**config.mk**
```make
export PLATFORM = sky130hd
export DESIGN_NAME = ram_access_arbiter
export DESIGN_NICKNAME = d
export VERILOG_FILES = /design/src/rtl/ram_access_arbiter.sv
export SDC_FILE = /design/constraint.sdc
export NUM_CORES = 1
export LEC_CHECK = 0
export CAP_MARGIN = 20
export CELL_PAD_IN_SITES_DETAIL_PLACEMENT = 0
export CELL_PAD_IN_SITES_GLOBAL_PLACEMENT = 1
export CORE_ASPECT_RATIO = 1.4
export CORE_UTILIZATION = 26
export DETAILED_ROUTE_END_ITERATION = 8
export PLACE_DENSITY = 0.85
export REMOVE_ABC_BUFFERS = 1
export SYNTH_ARGS = -nofsm -noshare
export SYNTH_HDL_FRONTEND = slang
export SYNTH_SLANG_ARGS = --single-unit
```
**constraint.sdc**
```tcl
create_clock -name clk -period 1.3 [get_ports clk]
set_input_delay 0.39 -clock clk [delete_from_list [all_inputs] [get_ports clk]]
set_output_delay 0.39 -clock clk [all_outputs]
set_load 0.03 [all_outputs]
```
**src/rtl/ram_access_arbiter.sv**
```systemverilog
// rtl/ram_access_arbiter.sv - IF/data arbiter onto one async SRAM; RAM_WAIT_STATE_EN stretches READ/WRITE to 2 cycles
module ram_access_arbiter #(
  parameter int ADDR_W = 16,
  parameter int DATA_W = 16
) (
  input  logic              clk,
  input  logic              rst,
  input  logic              if_req,
  input  logic [ADDR_W-1:0] if_addr,
  output logic [DATA_W-1:0] if_rdata,
  output logic              if_ack,
  input  logic              mem_req,
  input  logic              mem_we,
  input  logic [ADDR_W-1:0] mem_addr,
  input  logic [DATA_W-1:0] mem_wdata,
  output logic [DATA_W-1:0] mem_rdata,
  output logic              mem_ack,
  output logic              stall,
  output logic [ADDR_W-1:0] ram_addr,
  output logic [DATA_W-1:0] ram_wdata,
  output logic              ram_wdata_oe,
  input  logic [DATA_W-1:0] ram_rdata,
  output logic              ram_ce_n,
  output logic              ram_oe_n,
  output logic              ram_we_n
);

  typedef enum logic [1:0] {IDLE, READ, WRITE, WREC} state_t;

  state_t            state_q, state_d;
  logic              cur_mem_q, cur_mem_d;    // requester owning the current access (1 = mem)
  logic              last_mem_q, last_mem_d;  // requester granted most recently (1 = mem)
  logic              grant_mem;
  logic [ADDR_W-1:0] addr_d;
  logic [DATA_W-1:0] wdata_d;
  logic              if_ack_d, mem_ack_d;
  logic              rd_done;
  logic              phase_done;              // current READ/WRITE phase ends this cycle

`ifdef RAM_WAIT_STATE_EN
  logic wait_q, wait_d;

  // Wait-state flag: low in the first cycle of READ/WRITE, high in the second
  always_comb begin
    wait_d     = ((state_q == READ) || (state_q == WRITE)) && !wait_q;
    phase_done = wait_q;
  end

  // Wait-state register
  always_ff @(posedge clk) begin
    if (!rst) wait_q <= 1'b0;
    else      wait_q <= wait_d;
  end
`else
  // Without wait states every READ/WRITE phase lasts a single cycle
  always_comb begin
    phase_done = 1'b1;
  end
`endif

  // Pipeline hold: a requester waits until its own ack pulse
  assign stall = (if_req & ~if_ack) | (mem_req & ~mem_ack);

  // Next-state, arbitration and ack generation
  always_comb begin
    state_d    = state_q;
    cur_mem_d  = cur_mem_q;
    last_mem_d = last_mem_q;
    addr_d     = ram_addr;
    wdata_d    = ram_wdata;
    if_ack_d   = 1'b0;
    mem_ack_d  = 1'b0;
    rd_done    = 1'b0;
    grant_mem  = 1'b0;
    case (state_q)
      IDLE: begin
        if (if_req || mem_req) begin
          // On contention the requester not served last wins
          grant_mem  = mem_req & (~if_req | ~last_mem_q);
          cur_mem_d  = grant_mem;
          last_mem_d = grant_mem;
          addr_d     = grant_mem ? mem_addr : if_addr;
          if (grant_mem) wdata_d = mem_wdata;
          state_d    = (grant_mem && mem_we) ? WRITE : READ;
        end
      end
      READ: begin
        if (phase_done) begin
          state_d   = IDLE;
          rd_done   = 1'b1;
          if_ack_d  = ~cur_mem_q;
          mem_ack_d = cur_mem_q;
        end
      end
      WRITE: begin
        if (phase_done) state_d = WREC;
      end
      WREC: begin
        state_d   = IDLE;
        mem_ack_d = 1'b1;
      end
      default: state_d = IDLE;
    endcase
  end

  // State, latched request and registered SRAM strobes (strobes follow the next state)
  always_ff @(posedge clk) begin
    if (!rst) begin
      state_q      <= IDLE;
      cur_mem_q    <= 1'b0;
      last_mem_q   <= 1'b0;
      ram_addr     <= '0;
      ram_wdata    <= '0;
      ram_ce_n     <= 1'b1;
      ram_oe_n     <= 1'b1;
      ram_we_n     <= 1'b1;
      ram_wdata_oe <= 1'b0;
      if_rdata     <= '0;
      mem_rdata    <= '0;
      if_ack       <= 1'b0;
      mem_ack      <= 1'b0;
    end else begin
      state_q      <= state_d;
      cur_mem_q    <= cur_mem_d;
      last_mem_q   <= last_mem_d;
      ram_addr     <= addr_d;
      ram_wdata    <= wdata_d;
      ram_ce_n     <= (state_d == IDLE);
      ram_oe_n     <= (state_d != READ);
      ram_we_n     <= (state_d != WRITE);
      ram_wdata_oe <= (state_d == WRITE) || (state_d == WREC);
      if_ack       <= if_ack_d;
      mem_ack      <= mem_ack_d;
      if (rd_done) begin
        if (cur_mem_q) mem_rdata <= ram_rdata;
        else           if_rdata  <= ram_rdata;
      end
    end
  end

endmodule

```
==> results of run 1 <==
area by class of cell:
class | count | area, um^2 | area share (%)
timing repair buffer | 165 | 1580 | 32.7
clock inverter | 2 | 35.0 | 0.726
sequential | 73 | 1470 | 30.4
multi-input combinational | 233 | 1280 | 26.5
tap | 141 | 176 | 3.65
inverter | 3 | 11.3 | 0.233
clock buffer | 13 | 280 | 5.80
power by group:
part	internal (mW)	total [mW]	switching, mW	leakage [nW]
registers	2.43	2.55	0.121	0.600
logic	0.789	1.68	0.893	1.26
clock network	1.68	2.56	0.884	0.158
total	4.90	6.80	1.90	2.01
what timing repair did:
| action | in CTS | in global routing |
|---|---|---|
| buffers inserted | 0 | 1 |
| pin swaps | 0 | 1 |
| endpoints found under the setup margin | 38 | 40 |
| resized for setup | 9 | 12 |
| gates cloned | 0 | 2 |
flip-flops by register name (all words and copies together) (netlist names), 16 cells and up, named ones only:
name       flops
ram_wdata     16
mem_rdata     16
if_rdata      16
ram_addr      16
worst max-delay path: stages (launching register included):
cell and delay (ps):
dfxtp_2 340, o22ai_2 160, buf_6 150
synthesized netlist by cell type, drive strengths merged:
cell	number
nand2	129
dfxtp	73
a21oi	49
buf	19
a311oi	16
mux2i	16
clkbuf	9
nor2	4
inv	3
a21boi	2
nor3b	2
a21bo	1
a31o	1
and2	1
and3b	1
nand2b	1
nand3	1
nand3b	1
nor3	1
o211a	1
o21a	1
o21bai	1
o22ai	1
or2	1
or3	1
or3b	1
cells by family after synthesis:
logic type	after synthesis	synth area share [%]
AO/OA/AOI/OAI	73	17.5
buffers and inverters	31	6.52
flip-flops	73	50.1
multiplexers	16	5.49
AND/OR/NAND/NOR	144	20.4
worst max path at each step:
stage | endpoint | start | cells after the start | slack [ps]
after floorplan | register | rst | 3 | -390
after global placement | ram_addr[6] | if_req | 5 | -480
after detailed placement | ram_addr[4] | if_req | 5 | -510
after CTS | stall | if_ack | 2 | -90
after global routing | stall | if_ack | 2 | -110
final | stall | if_ack | 2 | -80
per-layer routing:
metal	wire (um)	vias to the layer above	global-route usage (%)
li1	-	1423	-
met1	3450	1329	15.9
met2	4560	94	28.0
met3	484	14	4.05
met4	191	0	6.63
met5	0	-	0
==> flow_summary.toml, run 1 <==
[status]
outcome = "complete, but fails checks"
violations = "setup timing"

[synthesis]
synthDistinctLibCells = 33
ys_seq_area_share_pct = 50.1
yosysTopAreaCell = "dfxtp_1"
netlist_area_um2 = 2920
synth_area_per_cell_um2 = 8.66
postSynthCellCount = 337
synth_top_area_share_pct = 50.1
synthTopCellsByArea = "dfxtp_1, nand2_1, a21oi_1"
yosys_register_bits = 73
ys_warn_count = 0

[floorplanning]
dieArea_um2 = 11700
start_util_pct = 26.9
io_pins = 140
rows = 45
core_um2 = 10900
die_h_um = 127
die_w_um = 91.5

[grt]
grt-ovfl-total = 0
grt_pass1_wl_mm = 13.7
antenna_found_initial = 0
grt_use_total_pct = 15.1
grt_max_degree = 27
grt_pass1_vias = 2927

[timing]
hold_ws_ps = 453
hold_violations = 0
fin_crit_ps = 1380
relSlewSlack_pct = 82.6
setup_viol = 1
rsz0062_at_grt = "true"
finalClockSkew_ps = 5.89
tightest_slew_ps = 261
fin_tns_setup_ps = -75.7
slew_viol_final = 0
fin_ws_ps = -75.7
fmax_mhz = 727
period_share_pct = 106

[critical_path]
path_max_fanout = 2
regToRegEndpoint = "ram_wdata[0]"
cp-end-kind = "output pin"
required_ps = 910
reg2reg_from = "last_mem_q"
arrival_ps = 990
cp-start-kind = "register"
r2r_cells = 5
worstSetupPathType = "reg -> out"
reg2reg_slack_ps = 30

[min_path]
hold_depth = 2
min_to = "if_rdata[1]"
min_from = "if_rdata[1]"
hold_path_class = "reg -> reg"

[cells_and_area]
syn_to_final_growth_pct = 65.5
fillers = 1052
antenna_cells = 0
final_util_pct = 44.4
finalInstanceArea_um2 = 4830
final_common_cell = "nand2_1"
stdcell_count = 630
drive_gt1_share_pct = 27.8
layout_common_cells = "nand2_1, buf_4, dfxtp_1"
final_net_count = 554

[cts]
cts_inserted_buffers = 9
hold_buffers = 0
clk_latency_ps = 340
cts_root_buffer = "clkbuf_16"
cts_tree = "yes"
clk_pin_slew_worst_paths_ps = 50
cts.sinks = 73
htreeDepth = 3
clock_path_buffers = 2

[pwr]
vdd_ir_drop_max_v = 0.000688
power.density_nw_per_um2 = 1410
power_leakage_nw = 2.01
power_mw = 6.80

[drt]
route.detailed.drc = 0
routed_wl_mm = 8.68
drtIter0Drc = 62
firstDrtPassIters = 4
vias = 2860
wl_per_cell_um = 13.8
antenna_left = 0
vias_per_cell = 4.54

[placement]
place_area_um2 = 4410
routabilityCongestion = 0.729
pre_cts_ws_ps = -512
hpwl_mm = 6.08
io_buffers = 139
dp.cells = 612

[job]
cap_violations = 0
Power figures use the tool's default switching activity.
==> run 2, diff against run 1 <==
Settings changed: CAP_MARGIN 20 to not set.
==> results of run 2 <==
Final layout, timing and power as in run 1 (identical DEF).
==> run 3, diff against run 2 <==
--- a/config.mk
+++ b/config.mk
@@ -11,2 +11,3 @@
 export CORE_UTILIZATION = 26
+export CTS_CLUSTER_SIZE = 30
 export DETAILED_ROUTE_END_ITERATION = 8
--- a/constraint.sdc
+++ b/constraint.sdc
@@ -3,2 +3,2 @@
 set_output_delay 0.39 -clock clk [all_outputs]
-set_load 0.03 [all_outputs]
+set_load 0.1 [all_outputs]
==> flow_summary.toml, run 3 (synthesis results as in run 1) <==
[drt]
firstDrtPassIters = 4
antenna_left = 0
vias_per_cell = 4.59
routed_wl_mm = 8.88
wl_per_cell_um = 14.1
vias = 2889
drtIter0Drc = 117
route.detailed.drc = 0

[critical_path]
worstSetupPathType = "reg -> out"
critical_path.slowest_cell = "dfxtp_2"
required_ps = 910
arrival_ps = 1040
crit_chain = "o22ai_4 > buf_12"
max_stage_delay_ps = 350
cp-start-kind = "register"
path_max_fanout = 2
cp-end-kind = "output pin"

[placement]
place_area_um2 = 5300
pre_cts_ws_ps = -559
routabilityCongestion = 0.730
hpwl_mm = 6.48
io_buffers = 139

[grt]
antenna_found_initial = 0
grt_pass1_vias = 2840
grt_use_total_pct = 15.5
grt_pass1_wl_mm = 14.0
grt-ovfl-total = 0
grt_max_degree = 34

[cts]
clk_pin_slew_worst_paths_ps = 50
cts_tree = "yes"
cts.sinks = 73
cts_setup_buffers = 0
hold_buffers = 0
cts_root_buffer = "clkbuf_16"
clock_path_buffers = 2
cts_inserted_buffers = 9
clk_latency_ps = 320
htreeDepth = 3

[timing]
fmax_mhz = 702
hold_violations = 0
slew_viol_final = 0
tightest_slew_ps = 257
fin_ws_ps = -125
setup_viol = 3
period_share_pct = 110
relSlewSlack_pct = 82.8
rsz0062_at_grt = "true"
fin_crit_ps = 1430
hold_ws_ps = 476
finalClockSkew_ps = 5.02

[cells_and_area]
layout_common_cells = "nand2_1, buf_12, dfxtp_2"
syn_to_final_growth_pct = 96.9
final_util_pct = 52.9
finalInstanceArea_um2 = 5750
final_common_cell = "nand2_1"
final_net_count = 555
antenna_cells = 0
drive_gt1_share_pct = 41.3

[status]
outcome = "complete, but fails checks"
violations = "setup timing"

[floorplanning]
die_h_um = 127
dieArea_um2 = 11700
die_w_um = 91.5
core_um2 = 10900
start_util_pct = 26.9
io_pins = 140
rows = 45

[pwr]
power.density_nw_per_um2 = 1430
power_mw = 8.22
power_leakage_nw = 2.24
vdd_ir_drop_max_v = 0.000874

[job]
cap_violations = 0

[min_path]
hold_path_class = "reg -> reg"
==> run 3: changes by cell type in the layout (fill, tap and decap cells not counted), sizes merged <==
cell	change
buf	+1
clkinv	+1
bufinv	+1
clkbuf	-3
==> run 3: worst paths after layout <==
check | startpoint | to | slack [ps] | cells past startpoint
max reg2reg | last_mem_q | ram_wdata[2] | 80 | 4
min | mem_rdata[5] | mem_rdata[5] | 480 | 2
max | if_ack | stall | -130 | 2
min reg2reg | mem_rdata[5] | mem_rdata[5] | 480 | 2
==> run 3: power breakdown <==
part	internal [mW]	switching, mW
registers	2.47	0.202
logic	1.19	1.84
clock network	1.65	0.862
==> run 3: timing repair <==
action,in CTS,in global routing
resized for setup,45,40
setup endpoints to repair,76,69
cloned,0,1
pin swaps,1,1
==> run 3: critical path: cells and delay by family, from the launching register on <==
family | cells | cell delay, ps
DFF | 1 | 350
AOI/OAI and AO/OA | 1 | 170
buffers and inverters | 1 | 190
==> run 3: layer usage <==
| layer | vias to the layer above | GRT usage, % | wire length (um) |
|---|---|---|---|
| met5 | - | 0 | 0 |
| met4 | 0 | 5.88 | 116 |
| met3 | 9 | 4.52 | 548 |
| met2 | 107 | 28.7 | 4910 |
| met1 | 1340 | 16.4 | 3300 |
| li1 | 1433 | - | - |
==> run 3: cell type report <==
type,instances,area (um^2)
Clock buffer,10,229
Multi-Input combinational cell,233,1290
Inverter,3,11.3
Fill cell,936,5120
Sequential cell,73,1550
Clock inverter,4,70.1
Tap cell,141,176
Timing Repair Buffer,166,2420
==> run 3: stage by stage <==
stage               setup TNS (ps)  instances
floorplan                   -17980        309
global placement            -23950        615
detailed placement          -25620        615
CTS                           -307        629
global route                  -368        630
finish                        -259        630
